### src/rtl/cond_unit_pkg.sv
// cond_unit_pkg: shared ARM condition codes, ALU opcodes, flag indices and opcode class helper
package cond_unit_pkg;

  localparam logic [3:0] COND_EQ = 4'd0;
  localparam logic [3:0] COND_NE = 4'd1;
  localparam logic [3:0] COND_CS = 4'd2;
  localparam logic [3:0] COND_CC = 4'd3;
  localparam logic [3:0] COND_MI = 4'd4;
  localparam logic [3:0] COND_PL = 4'd5;
  localparam logic [3:0] COND_VS = 4'd6;
  localparam logic [3:0] COND_VC = 4'd7;
  localparam logic [3:0] COND_HI = 4'd8;
  localparam logic [3:0] COND_LS = 4'd9;
  localparam logic [3:0] COND_GE = 4'd10;
  localparam logic [3:0] COND_LT = 4'd11;
  localparam logic [3:0] COND_GT = 4'd12;
  localparam logic [3:0] COND_LE = 4'd13;
  localparam logic [3:0] COND_AL = 4'd14;
  localparam logic [3:0] COND_NV = 4'd15;

  localparam logic [3:0] OP_AND = 4'd0;
  localparam logic [3:0] OP_EOR = 4'd1;
  localparam logic [3:0] OP_SUB = 4'd2;
  localparam logic [3:0] OP_RSB = 4'd3;
  localparam logic [3:0] OP_ADD = 4'd4;
  localparam logic [3:0] OP_ADC = 4'd5;
  localparam logic [3:0] OP_SBC = 4'd6;
  localparam logic [3:0] OP_RSC = 4'd7;
  localparam logic [3:0] OP_TST = 4'd8;
  localparam logic [3:0] OP_TEQ = 4'd9;
  localparam logic [3:0] OP_CMP = 4'd10;
  localparam logic [3:0] OP_CMN = 4'd11;
  localparam logic [3:0] OP_ORR = 4'd12;
  localparam logic [3:0] OP_MOV = 4'd13;
  localparam logic [3:0] OP_BIC = 4'd14;
  localparam logic [3:0] OP_MVN = 4'd15;

  localparam int FLAG_N = 3;
  localparam int FLAG_Z = 2;
  localparam int FLAG_C = 1;
  localparam int FLAG_V = 0;

  // Arithmetic opcodes take C and V from the adder; the rest are logical
  function automatic logic is_arith(input logic [3:0] op);
    return op inside {OP_SUB, OP_RSB, OP_ADD, OP_ADC, OP_SBC, OP_RSC, OP_CMP, OP_CMN};
  endfunction

endpackage

### src/rtl/cond_unit_if.sv
// cond_unit_if: decoder/ALU-side signal bundle for cond_unit (perf counters under COND_PERF_CNT_EN)
interface cond_unit_if
`ifdef COND_PERF_CNT_EN
  #(parameter int CNT_W = 32)
`endif
  ;
  logic       En;
  logic [3:0] Cond;
  logic       DPOp;
  logic [3:0] ALUOpCode;
  logic       SBit;
  logic       NFlagIn;
  logic       ZFlagIn;
  logic       CFlagIn;
  logic       VFlagIn;
  logic       ShifterCarry;
  logic       RegWriteReq;
  logic       MemWriteReq;
  logic       PCSrcReq;
  logic       RegWrite;
  logic       MemWrite;
  logic       PCSrc;
  logic       CondEx;
  logic [3:0] Flags;
  logic       CarryIn;
`ifdef COND_PERF_CNT_EN
  logic             CntClr;
  logic [CNT_W-1:0] ExecCount;
  logic [CNT_W-1:0] SkipCount;
`endif

  modport slave (
    input  En, Cond, DPOp, ALUOpCode, SBit, NFlagIn, ZFlagIn, CFlagIn, VFlagIn,
           ShifterCarry, RegWriteReq, MemWriteReq, PCSrcReq,
`ifdef COND_PERF_CNT_EN
    input  CntClr,
    output ExecCount, SkipCount,
`endif
    output RegWrite, MemWrite, PCSrc, CondEx, Flags, CarryIn
  );

  modport master (
    output En, Cond, DPOp, ALUOpCode, SBit, NFlagIn, ZFlagIn, CFlagIn, VFlagIn,
           ShifterCarry, RegWriteReq, MemWriteReq, PCSrcReq,
`ifdef COND_PERF_CNT_EN
    output CntClr,
    input  ExecCount, SkipCount,
`endif
    input  RegWrite, MemWrite, PCSrc, CondEx, Flags, CarryIn
  );

endinterface

### src/rtl/cond_unit_cond_check.sv
// cond_check: evaluates a 4-bit ARM condition field against {N,Z,C,V}
module cond_check
  import cond_unit_pkg::*;
(
  input  logic [3:0] cond,
  input  logic [3:0] flags,
  output logic       cond_ex
);
  logic n, z, c, v;
  assign n = flags[FLAG_N];
  assign z = flags[FLAG_Z];
  assign c = flags[FLAG_C];
  assign v = flags[FLAG_V];
  // pass/fail per condition; AL and the unconditional space both pass
  always_comb begin
    case (cond)
      COND_EQ: cond_ex = z;
      COND_NE: cond_ex = !z;
      COND_CS: cond_ex = c;
      COND_CC: cond_ex = !c;
      COND_MI: cond_ex = n;
      COND_PL: cond_ex = !n;
      COND_VS: cond_ex = v;
      COND_VC: cond_ex = !v;
      COND_HI: cond_ex = c & !z;
      COND_LS: cond_ex = !c | z;
      COND_GE: cond_ex = n == v;
      COND_LT: cond_ex = n != v;
      COND_GT: cond_ex = !z & (n == v);
      COND_LE: cond_ex = z | (n != v);
      default: cond_ex = 1'b1;
    endcase
  end
endmodule

### src/rtl/cond_unit.sv
// cond_unit: NZCV flag register, condition evaluation and request gating
// (COND_PERF_CNT_EN adds executed/skipped instruction counters)
module cond_unit
  import cond_unit_pkg::*;
#(
  parameter logic [3:0] FLAG_RESET = 4'b0000
`ifdef COND_PERF_CNT_EN
  , parameter int CNT_W = 32
`endif
) (
  input  logic        CLK,
  input  logic        nRESET,
  cond_unit_if.slave  bus
);
  logic [3:0] flags_q, flags_d;
  logic       cond_ex;
  logic       flag_write;

  cond_check u_check (
    .cond    (bus.Cond),
    .flags   (flags_q),
    .cond_ex (cond_ex)
  );

  assign flag_write = bus.En & bus.DPOp & bus.SBit & cond_ex;

  // next flags: arithmetic takes all four from the ALU, logical takes C from the shifter and keeps V
  always_comb begin
    flags_d = !flag_write ? flags_q :
              is_arith(bus.ALUOpCode) ? {bus.NFlagIn, bus.ZFlagIn, bus.CFlagIn, bus.VFlagIn} :
              {bus.NFlagIn, bus.ZFlagIn, bus.ShifterCarry, flags_q[FLAG_V]};
  end

  // flag register with asynchronous clear
  always_ff @(posedge CLK or negedge nRESET) begin
    if (!nRESET) flags_q <= FLAG_RESET;
    else         flags_q <= flags_d;
  end

  assign bus.CondEx   = cond_ex;
  assign bus.RegWrite = bus.RegWriteReq & cond_ex;
  assign bus.MemWrite = bus.MemWriteReq & cond_ex;
  assign bus.PCSrc    = bus.PCSrcReq & cond_ex;
  assign bus.Flags    = flags_q;
  assign bus.CarryIn  = flags_q[FLAG_C];

`ifdef COND_PERF_CNT_EN
  logic [CNT_W-1:0] exec_q, exec_d, skip_q, skip_d;

  // saturating counters; clear wins over increment
  always_comb begin
    exec_d = bus.CntClr ? '0 : (bus.En & cond_ex & ~&exec_q) ? exec_q + 1'b1 : exec_q;
    skip_d = bus.CntClr ? '0 : (bus.En & !cond_ex & ~&skip_q) ? skip_q + 1'b1 : skip_q;
  end

  // counter registers with asynchronous clear
  always_ff @(posedge CLK or negedge nRESET) begin
    if (!nRESET) begin
      exec_q <= '0;
      skip_q <= '0;
    end else begin
      exec_q <= exec_d;
      skip_q <= skip_d;
    end
  end

  assign bus.ExecCount = exec_q;
  assign bus.SkipCount = skip_q;
`endif

endmodule

### src/flat_wrapper.sv
// flat-port wrapper written by rule: the top's interface ports become plain ports
module cond_unit_flat import cond_unit_pkg::*;
#(
  parameter logic [3:0] FLAG_RESET = 4'b0000

)
  (CLK, nRESET, bus_En, bus_Cond, bus_DPOp, bus_ALUOpCode, bus_SBit, bus_NFlagIn, bus_ZFlagIn, bus_CFlagIn, bus_VFlagIn, bus_ShifterCarry, bus_RegWriteReq, bus_MemWriteReq, bus_PCSrcReq, bus_RegWrite, bus_MemWrite, bus_PCSrc, bus_CondEx, bus_Flags, bus_CarryIn);
  cond_unit_if bus_i ();
  input  logic CLK;
  input  logic nRESET;
  input wire logic [$bits(bus_i.En)-1:0] bus_En;
  input wire logic [$bits(bus_i.Cond)-1:0] bus_Cond;
  input wire logic [$bits(bus_i.DPOp)-1:0] bus_DPOp;
  input wire logic [$bits(bus_i.ALUOpCode)-1:0] bus_ALUOpCode;
  input wire logic [$bits(bus_i.SBit)-1:0] bus_SBit;
  input wire logic [$bits(bus_i.NFlagIn)-1:0] bus_NFlagIn;
  input wire logic [$bits(bus_i.ZFlagIn)-1:0] bus_ZFlagIn;
  input wire logic [$bits(bus_i.CFlagIn)-1:0] bus_CFlagIn;
  input wire logic [$bits(bus_i.VFlagIn)-1:0] bus_VFlagIn;
  input wire logic [$bits(bus_i.ShifterCarry)-1:0] bus_ShifterCarry;
  input wire logic [$bits(bus_i.RegWriteReq)-1:0] bus_RegWriteReq;
  input wire logic [$bits(bus_i.MemWriteReq)-1:0] bus_MemWriteReq;
  input wire logic [$bits(bus_i.PCSrcReq)-1:0] bus_PCSrcReq;
  output wire logic [$bits(bus_i.RegWrite)-1:0] bus_RegWrite;
  output wire logic [$bits(bus_i.MemWrite)-1:0] bus_MemWrite;
  output wire logic [$bits(bus_i.PCSrc)-1:0] bus_PCSrc;
  output wire logic [$bits(bus_i.CondEx)-1:0] bus_CondEx;
  output wire logic [$bits(bus_i.Flags)-1:0] bus_Flags;
  output wire logic [$bits(bus_i.CarryIn)-1:0] bus_CarryIn;
  assign bus_i.En = bus_En;
  assign bus_i.Cond = bus_Cond;
  assign bus_i.DPOp = bus_DPOp;
  assign bus_i.ALUOpCode = bus_ALUOpCode;
  assign bus_i.SBit = bus_SBit;
  assign bus_i.NFlagIn = bus_NFlagIn;
  assign bus_i.ZFlagIn = bus_ZFlagIn;
  assign bus_i.CFlagIn = bus_CFlagIn;
  assign bus_i.VFlagIn = bus_VFlagIn;
  assign bus_i.ShifterCarry = bus_ShifterCarry;
  assign bus_i.RegWriteReq = bus_RegWriteReq;
  assign bus_i.MemWriteReq = bus_MemWriteReq;
  assign bus_i.PCSrcReq = bus_PCSrcReq;
  assign bus_RegWrite = bus_i.RegWrite;
  assign bus_MemWrite = bus_i.MemWrite;
  assign bus_PCSrc = bus_i.PCSrc;
  assign bus_CondEx = bus_i.CondEx;
  assign bus_Flags = bus_i.Flags;
  assign bus_CarryIn = bus_i.CarryIn;
  cond_unit #(.FLAG_RESET(FLAG_RESET)) u_core (.CLK(CLK), .nRESET(nRESET), .bus(bus_i));
endmodule
### config.mk
export PLATFORM = sky130hd
export DESIGN_NAME = cond_unit_flat
export DESIGN_NICKNAME = d
export VERILOG_FILES = /design/src/rtl/cond_unit_pkg.sv /design/src/rtl/cond_unit_if.sv /design/src/rtl/cond_unit_cond_check.sv /design/src/rtl/cond_unit.sv /design/src/flat_wrapper.sv
export SDC_FILE = /design/constraint.sdc
export NUM_CORES = 1
export LEC_CHECK = 0
export CAP_MARGIN = 20
export CELL_PAD_IN_SITES_DETAIL_PLACEMENT = 0
export CELL_PAD_IN_SITES_GLOBAL_PLACEMENT = 1
export CORE_MARGIN = 5
export CORE_UTILIZATION = 23
export CTS_CLUSTER_DIAMETER = 50
export DETAILED_ROUTE_END_ITERATION = 16
export PLACE_DENSITY = 0.83
export SETUP_SLACK_MARGIN = 0.1
export SYNTH_ARGS = -nofsm -noshare
export SYNTH_HDL_FRONTEND = slang
export SYNTH_SLANG_ARGS = --single-unit
### constraint.sdc
create_clock -name CLK -period 4.3 [get_ports CLK]
set_input_delay 0.86 -clock CLK [delete_from_list [all_inputs] [get_ports CLK]]
set_output_delay 0.86 -clock CLK [all_outputs]
set_load 0.05 [all_outputs]
==> results_dict.tcl, run 1 <==
set metrics [dict create \
    cts.path.max_buffers 2 \
    tightest_slew_ps 498.5 \
    row_count 14 \
    final_antenna_net_count 0 \
    drt-vias-per-instance 4.807 \
    max-vdd-ir-drop_v 0.0003405 \
    syn_area_um2 381.6 \
    crit_required_ps 3440 \
    coreArea_um2 1541 \
    setup_viol 0 \
    p_leak_nw 0.2828 \
    htree_levels 1 \
    clock_skew_ps 2.732 \
    layout-drive-gt1-share_pct 23.88 \
    chipWidth_um 50.74 \
    worst_path_largest_cell_delay_ps 530 \
    die_h_um 50.74 \
    final_cell_mix "24 x clkdlybuf4s50_1, 4 x xnor2_1, 4 x buf_4, 4 x dfrtp_1" \
    p_per_area_nw_per_um2 667.8 \
    synthCells 37 \
    dieArea_um2 2574 \
    critPathBufInv 2 \
    clk_pin_slew_ps 30 \
    cp-end-kind "output pin" \
    final.period_utilization_pct 82.40 \
    drtIter0Drc 0 \
    drv_cap 0 \
    grt_max_degree 8 \
    grt_pass1_wl_um 1828 \
    grt_pass1_vias 411 \
    ys_ff_latch 4 \
    insertion_delay_ps 230 \
    avgRoutedWirePerCell_um 12.65 \
    fin_crit_ps 3543 \
    synth_edf_count 0 \
    clock.fmax_mhz 282.2 \
    clock_sinks 4 \
    pre_cts_slack_ps 748.8 \
    num_vias 399 \
    drv_slew 0 \
    design_area_um2 686.9 \
    final_common_cell "clkdlybuf4s50_1" \
    critPathMaxFanout 7 \
    overflow 0 \
    hold_viol 0 \
    cts_tree "yes" \
    layout.cells.non_filler 83 \
    synthArstFlopShare_pct 100.0 \
    postCtsSetupBuffers 0 \
    area_delta_synth_final_pct 80.00 \
    grt_use_total_pct 8.672 \
    diodes 0 \
    synth_top_flop_cell "dfrtp_1" \
    dr.pass1.iters 1 \
    antenna_found_initial 0 \
    dp.cells 80 \
    ios 30 \
    relSlewSlack_pct 66.66 \
    post_cts_resized 0 \
    hold_path.class "flip-flop to flip-flop" \
    nets 90 \
    crit_type "input pin to output pin" \
    syn_nets 58 \
    syn_area_per_cell_um2 10.31 \
    cts_hold_buf 0 \
    yosysSeqAreaShare_pct 26.23 \
    largest_reg_flops 4 \
    yosysWarningCount 0 \
    hold_ws_ps 592.8 \
    routed_wl_um 1050 \
    tns_ps 0 \
    setup_ws_ps 757.0 \
    crit_slowest_cell "clkdlybuf4s50_1" \
    rsz0062_at_grt "no" \
    critPathTopFamily "buffers and inverters" \
    outcome "finished, final reports clean" \
    start_util_pct 24.76 \
    drc 0 \
    cp.arrival_ps 2680 \
    place_area_um2 664.4 \
    clock-root-buffer "clkbuf_4" \
    cts_buffers 3 \
    io_buffers 28 \
    crit_chain "clkdlybuf4s50_1, and3b_1, a22oi_1, xor2_1, o311ai_4, and2_2, buf_4" \
    gp_congestion 0.6912 \
    synth_cell_types 24 \
    dp_hpwl_um 889.6 \
    cp-start-kind "input pin" \
]
[worst reg2reg max path, delay by kind of cell (launching register included)]
kind | cells | cell delay (ps)
flops | 1 | 420
mux | 1 | 300
simple gates | 2 | 400
compound gates | 2 | 570
xor+xnor | 1 | 130
[synthesized netlist by cell type (2+ instances only)]
cell / n / area, µm²
dfrtp_1: 4 / 100.1
xnor2_1: 4 / 35.03
and2_2: 3 / 22.52
a21oi_1: 2 / 10.01
mux2_4: 2 / 30.03
mux2i_1: 2 / 20.02
nand2_1: 2 / 7.510
xor2_1: 2 / 17.52
[cell families (layout without fill, tap and decap cells)]
logic type | count (synthesis) | after routing | share of synthesized area [%]
flops | 4 | 4 | 26.23
xor+xnor | 6 | 6 | 13.77
compound gates | 9 | 9 | 22.62
simple gates | 11 | 11 | 18.36
mux | 5 | 5 | 16.07
buf+inv | 2 | 32 | 2.951
[final cells by class]
cell class	instances	area, µm²
fillers	171	854.6
multi-input cells	31	270.3
repair buffers	28	270.3
flip-flops and latches	4	100.1
clock buffers	3	22.52
well taps	16	20.02
inverters	1	3.754
[report_power, final]
| group | internal [W] | switching [W] |
|---|---|---|
| Clock | 0.0000311 | 0.0000133 |
| Sequential | 0.0000565 | 0.0000276 |
| Combinational | 0.000136 | 0.000194 |
[worst paths after layout]
kind / start / end / slack [ps] / cells after the start
min in group asynchronous: nRESET / u_core.bus.Flags[0] / 830 / 1
min reg2reg: u_core.bus.Flags[2] / u_core.bus.Flags[2] / 590 / 1
min: u_core.bus.Flags[2] / u_core.bus.Flags[2] / 590 / 1
max reg2reg: u_core.bus.Flags[1] / u_core.bus.Flags[2] / 2360 / 6
max in group asynchronous: nRESET / u_core.bus.Flags[3] / 3300 / 1
max: bus_Cond[3] / bus_RegWrite / 760 / 7
[through the flow]
stage / util, % / total power, W
floorplan: - / 0.0003198
CTS: 44.56 / 0.0004670
detailed placement: 43.10 / 0.0004182
global placement: 43.10 / 0.0004149
global route: 44.56 / 0.0004865
finish: 44.56 / 0.0004587
[routing by layer]
layer | part of all wire (%) | wire length, µm | vias up | GRT usage [%]
met3 | 15 | 155 | 0 | 2.959
met1 | 40 | 416 | 184 | 10.76
met5 | 0 | 0 | - | 0
li1 | - | - | 194 | -
met4 | 0 | 0 | 0 | 3.830
met2 | 46 | 478 | 21 | 13.43
No activity file was read; power rests on OpenSTA's default activity.
==> run 2: changes to the inputs <==
--- a/config.mk
+++ b/config.mk
@@ -8,11 +8,12 @@
 export CAP_MARGIN = 20
 export CELL_PAD_IN_SITES_DETAIL_PLACEMENT = 0
 export CELL_PAD_IN_SITES_GLOBAL_PLACEMENT = 1
+export CORE_ASPECT_RATIO = 0.75
 export CORE_MARGIN = 5
-export CORE_UTILIZATION = 23
+export CORE_UTILIZATION = 21
 export CTS_CLUSTER_DIAMETER = 50
 export DETAILED_ROUTE_END_ITERATION = 16
-export PLACE_DENSITY = 0.83
+export PLACE_DENSITY = 0.77
 export SETUP_SLACK_MARGIN = 0.1
 export SYNTH_ARGS = -nofsm -noshare
 export SYNTH_HDL_FRONTEND = slang
==> constraint.sdc (replaced) <==
create_clock -name CLK -period 3.6 [get_ports CLK]
set_input_delay 0.72 -clock CLK [delete_from_list [all_inputs] [get_ports CLK]]
set_output_delay 0.72 -clock CLK [all_outputs]
set_load 0.05 [all_outputs]
==> results_dict.tcl, run 2 (synthesized netlist as in run 1, its figures left out) <==
set metrics [dict create \
    cts_buffers 3 \
    ios 30 \
    grt_max_degree 8 \
    grt_pass1_vias 376 \
    dp.cells 87 \
    antenna_found_initial 0 \
    crit_slowest_cell "clkdlybuf4s50_1" \
    clock_skew_ps 6.468 \
    crit_required_ps 2880 \
    worst_path_largest_cell_delay_ps 530 \
    coreArea_um2 1724 \
    dieArea_um2 2779 \
    hold_path.class "flip-flop to flip-flop" \
    fill_cells 184 \
    switchingPower_w 0.0002915 \
    relSlewSlack_pct 66.64 \
    p_sw_share_pct 48.44 \
    final.period_utilization_pct 89.61 \
    routed_wl_um 1005 \
    overflow 0 \
    max-vdd-ir-drop_v 0.0004102 \
    p_leak_nw 0.3030 \
    tightest_slew_ps 498.8 \
    cts_hold_buf 0 \
    row_count 13 \
    postCtsSetupBuffers 0 \
    avgRoutedWirePerCell_um 11.17 \
    htree_levels 1 \
    final_common_cell "clkdlybuf4s50_1" \
    chipWidth_um 59.23 \
    grt_pass1_wl_um 1649 \
    clk_pin_slew_ps 40 \
    crit_type "input pin to output pin" \
    start_util_pct 22.13 \
    setup_ws_ps 374.1 \
    drc 0 \
    insertion_delay_ps 240 \
    gp_congestion 0.7350 \
    critPathMaxFanout 7 \
    p_per_area_nw_per_um2 800.2 \
    layout.cells.non_filler 90 \
    setup_viol 0 \
    hold_viol 0 \
    final_antenna_net_count 0 \
    cp-start-kind "input pin" \
    cp-end-kind "output pin" \
    largest_reg_flops 4 \
    area_delta_synth_final_pct 97.05 \
    pre_cts_slack_ps 373.8 \
    clockPowerShare_pct 9.1 \
    cp.arrival_ps 2510 \
    clock.fmax_mhz 310.0 \
    grt_use_total_pct 8.110 \
    rsz0062_at_grt "no" \
    drtIter0Drc 5 \
    die_h_um 46.92 \
    clock_sinks 4 \
    dp_hpwl_um 871.2 \
    drt-vias-per-instance 4.189 \
    clock-root-buffer "clkbuf_4" \
    tns_ps 0 \
    drv_cap 0 \
    p_int_w 0.0003103 \
    nets 91 \
    crit_chain "clkdlybuf4s50_1, and3b_1, a22oi_1, xor2_1, o311ai_4, and2_2, buf_12" \
    fin_util_pct 43.61 \
    combinationalPowerShare_pct 73.9 \
    drv_slew 0 \
    io_buffers 28 \
    final_cell_mix "24 x clkdlybuf4s50_1, 4 x xnor2_1, 4 x buf_12, 4 x dfrtp_1" \
    fin_crit_ps 3226 \
    cts.path.max_buffers 2 \
    outcome "finished, final reports clean" \
    cts_tree "yes" \
    num_vias 377 \
    seqPwrFrac_pct 17.0 \
    diodes 0 \
    layout-drive-gt1-share_pct 25.00 \
    dr.pass1.iters 3 \
    post_cts_resized 0 \
]
-- run 2: cell types whose count changed in the layout (fill, tap and decap cells not counted), sizes merged --
cell / before / now
buf: 4 / 5
-- run 2: metrics by stage --
step	area (µm²)	hold WS (ps)	total power, W
after global placement	729.5	575.0	0.0005497
after detailed placement	729.5	587.8	0.0005525
final	752.0	590.9	0.0006017
after global routing	752.0	639.0	0.0006426
after floorplan	381.6	424.4	0.0003819
after CTS	752.0	596.8	0.0006112
-- run 2: cell type report --
type	count	area, µm²	area share [%]
Inverter	1	3.754	0.4992
Sequential cell	4	100.1	13.31
Timing Repair Buffer	29	327.8	43.59
Clock buffer	3	22.52	2.995
Multi-Input combinational cell	31	270.3	35.94
Tap cell	22	27.53	3.661
-- run 2: power by group through the flow --
stage	Sequential [W]	Combinational (W)	Clock (W)
global placement	0.000102	0.000447	0
floorplan	0.000173	0.000209	0
global route	0.000109	0.000471	0.0000633
CTS	0.000103	0.000450	0.0000582
detailed placement	0.000104	0.000449	0
finish	0.000102	0.000444	0.0000550
-- run 2: worst paths after layout --
kind	start	end	slack (ps)	cells after the start
worst min-delay path	u_core.bus.Flags[2]	u_core.bus.Flags[2]	590	1
worst max-delay path	bus_Cond[3]	bus_RegWrite	370	7
worst max register to register	u_core.bus.Flags[3]	u_core.bus.Flags[3]	1570	7
min in group asynchronous	nRESET	u_core.bus.Flags[2]	680	1
worst min register to register	u_core.bus.Flags[2]	u_core.bus.Flags[2]	590	1
max in group asynchronous	nRESET	u_core.bus.Flags[3]	2740	1
-- run 2: routing by layer --
| metal | up-vias | global-route usage (%) | part of all wire [%] | routed length [µm] |
|---|---|---|---|---|
| li1 | 198 | - | - | - |
| met5 | - | 0 | 0 | 0 |
| met1 | 163 | 10.42 | 43 | 432 |
| met4 | 0 | 1.357 | 0 | 0 |
| met3 | 0 | 5.220 | 12 | 123 |
| met2 | 16 | 11.55 | 45 | 449 |
-- run 2: critical path: cells and delay by family --
family / cells / cell delay, ps
buffers and inverters: 2 / 660
and+or+nand+nor: 2 / 470
AOI/OAI and AO/OA: 2 / 520
xor gates and xnor gates: 1 / 130
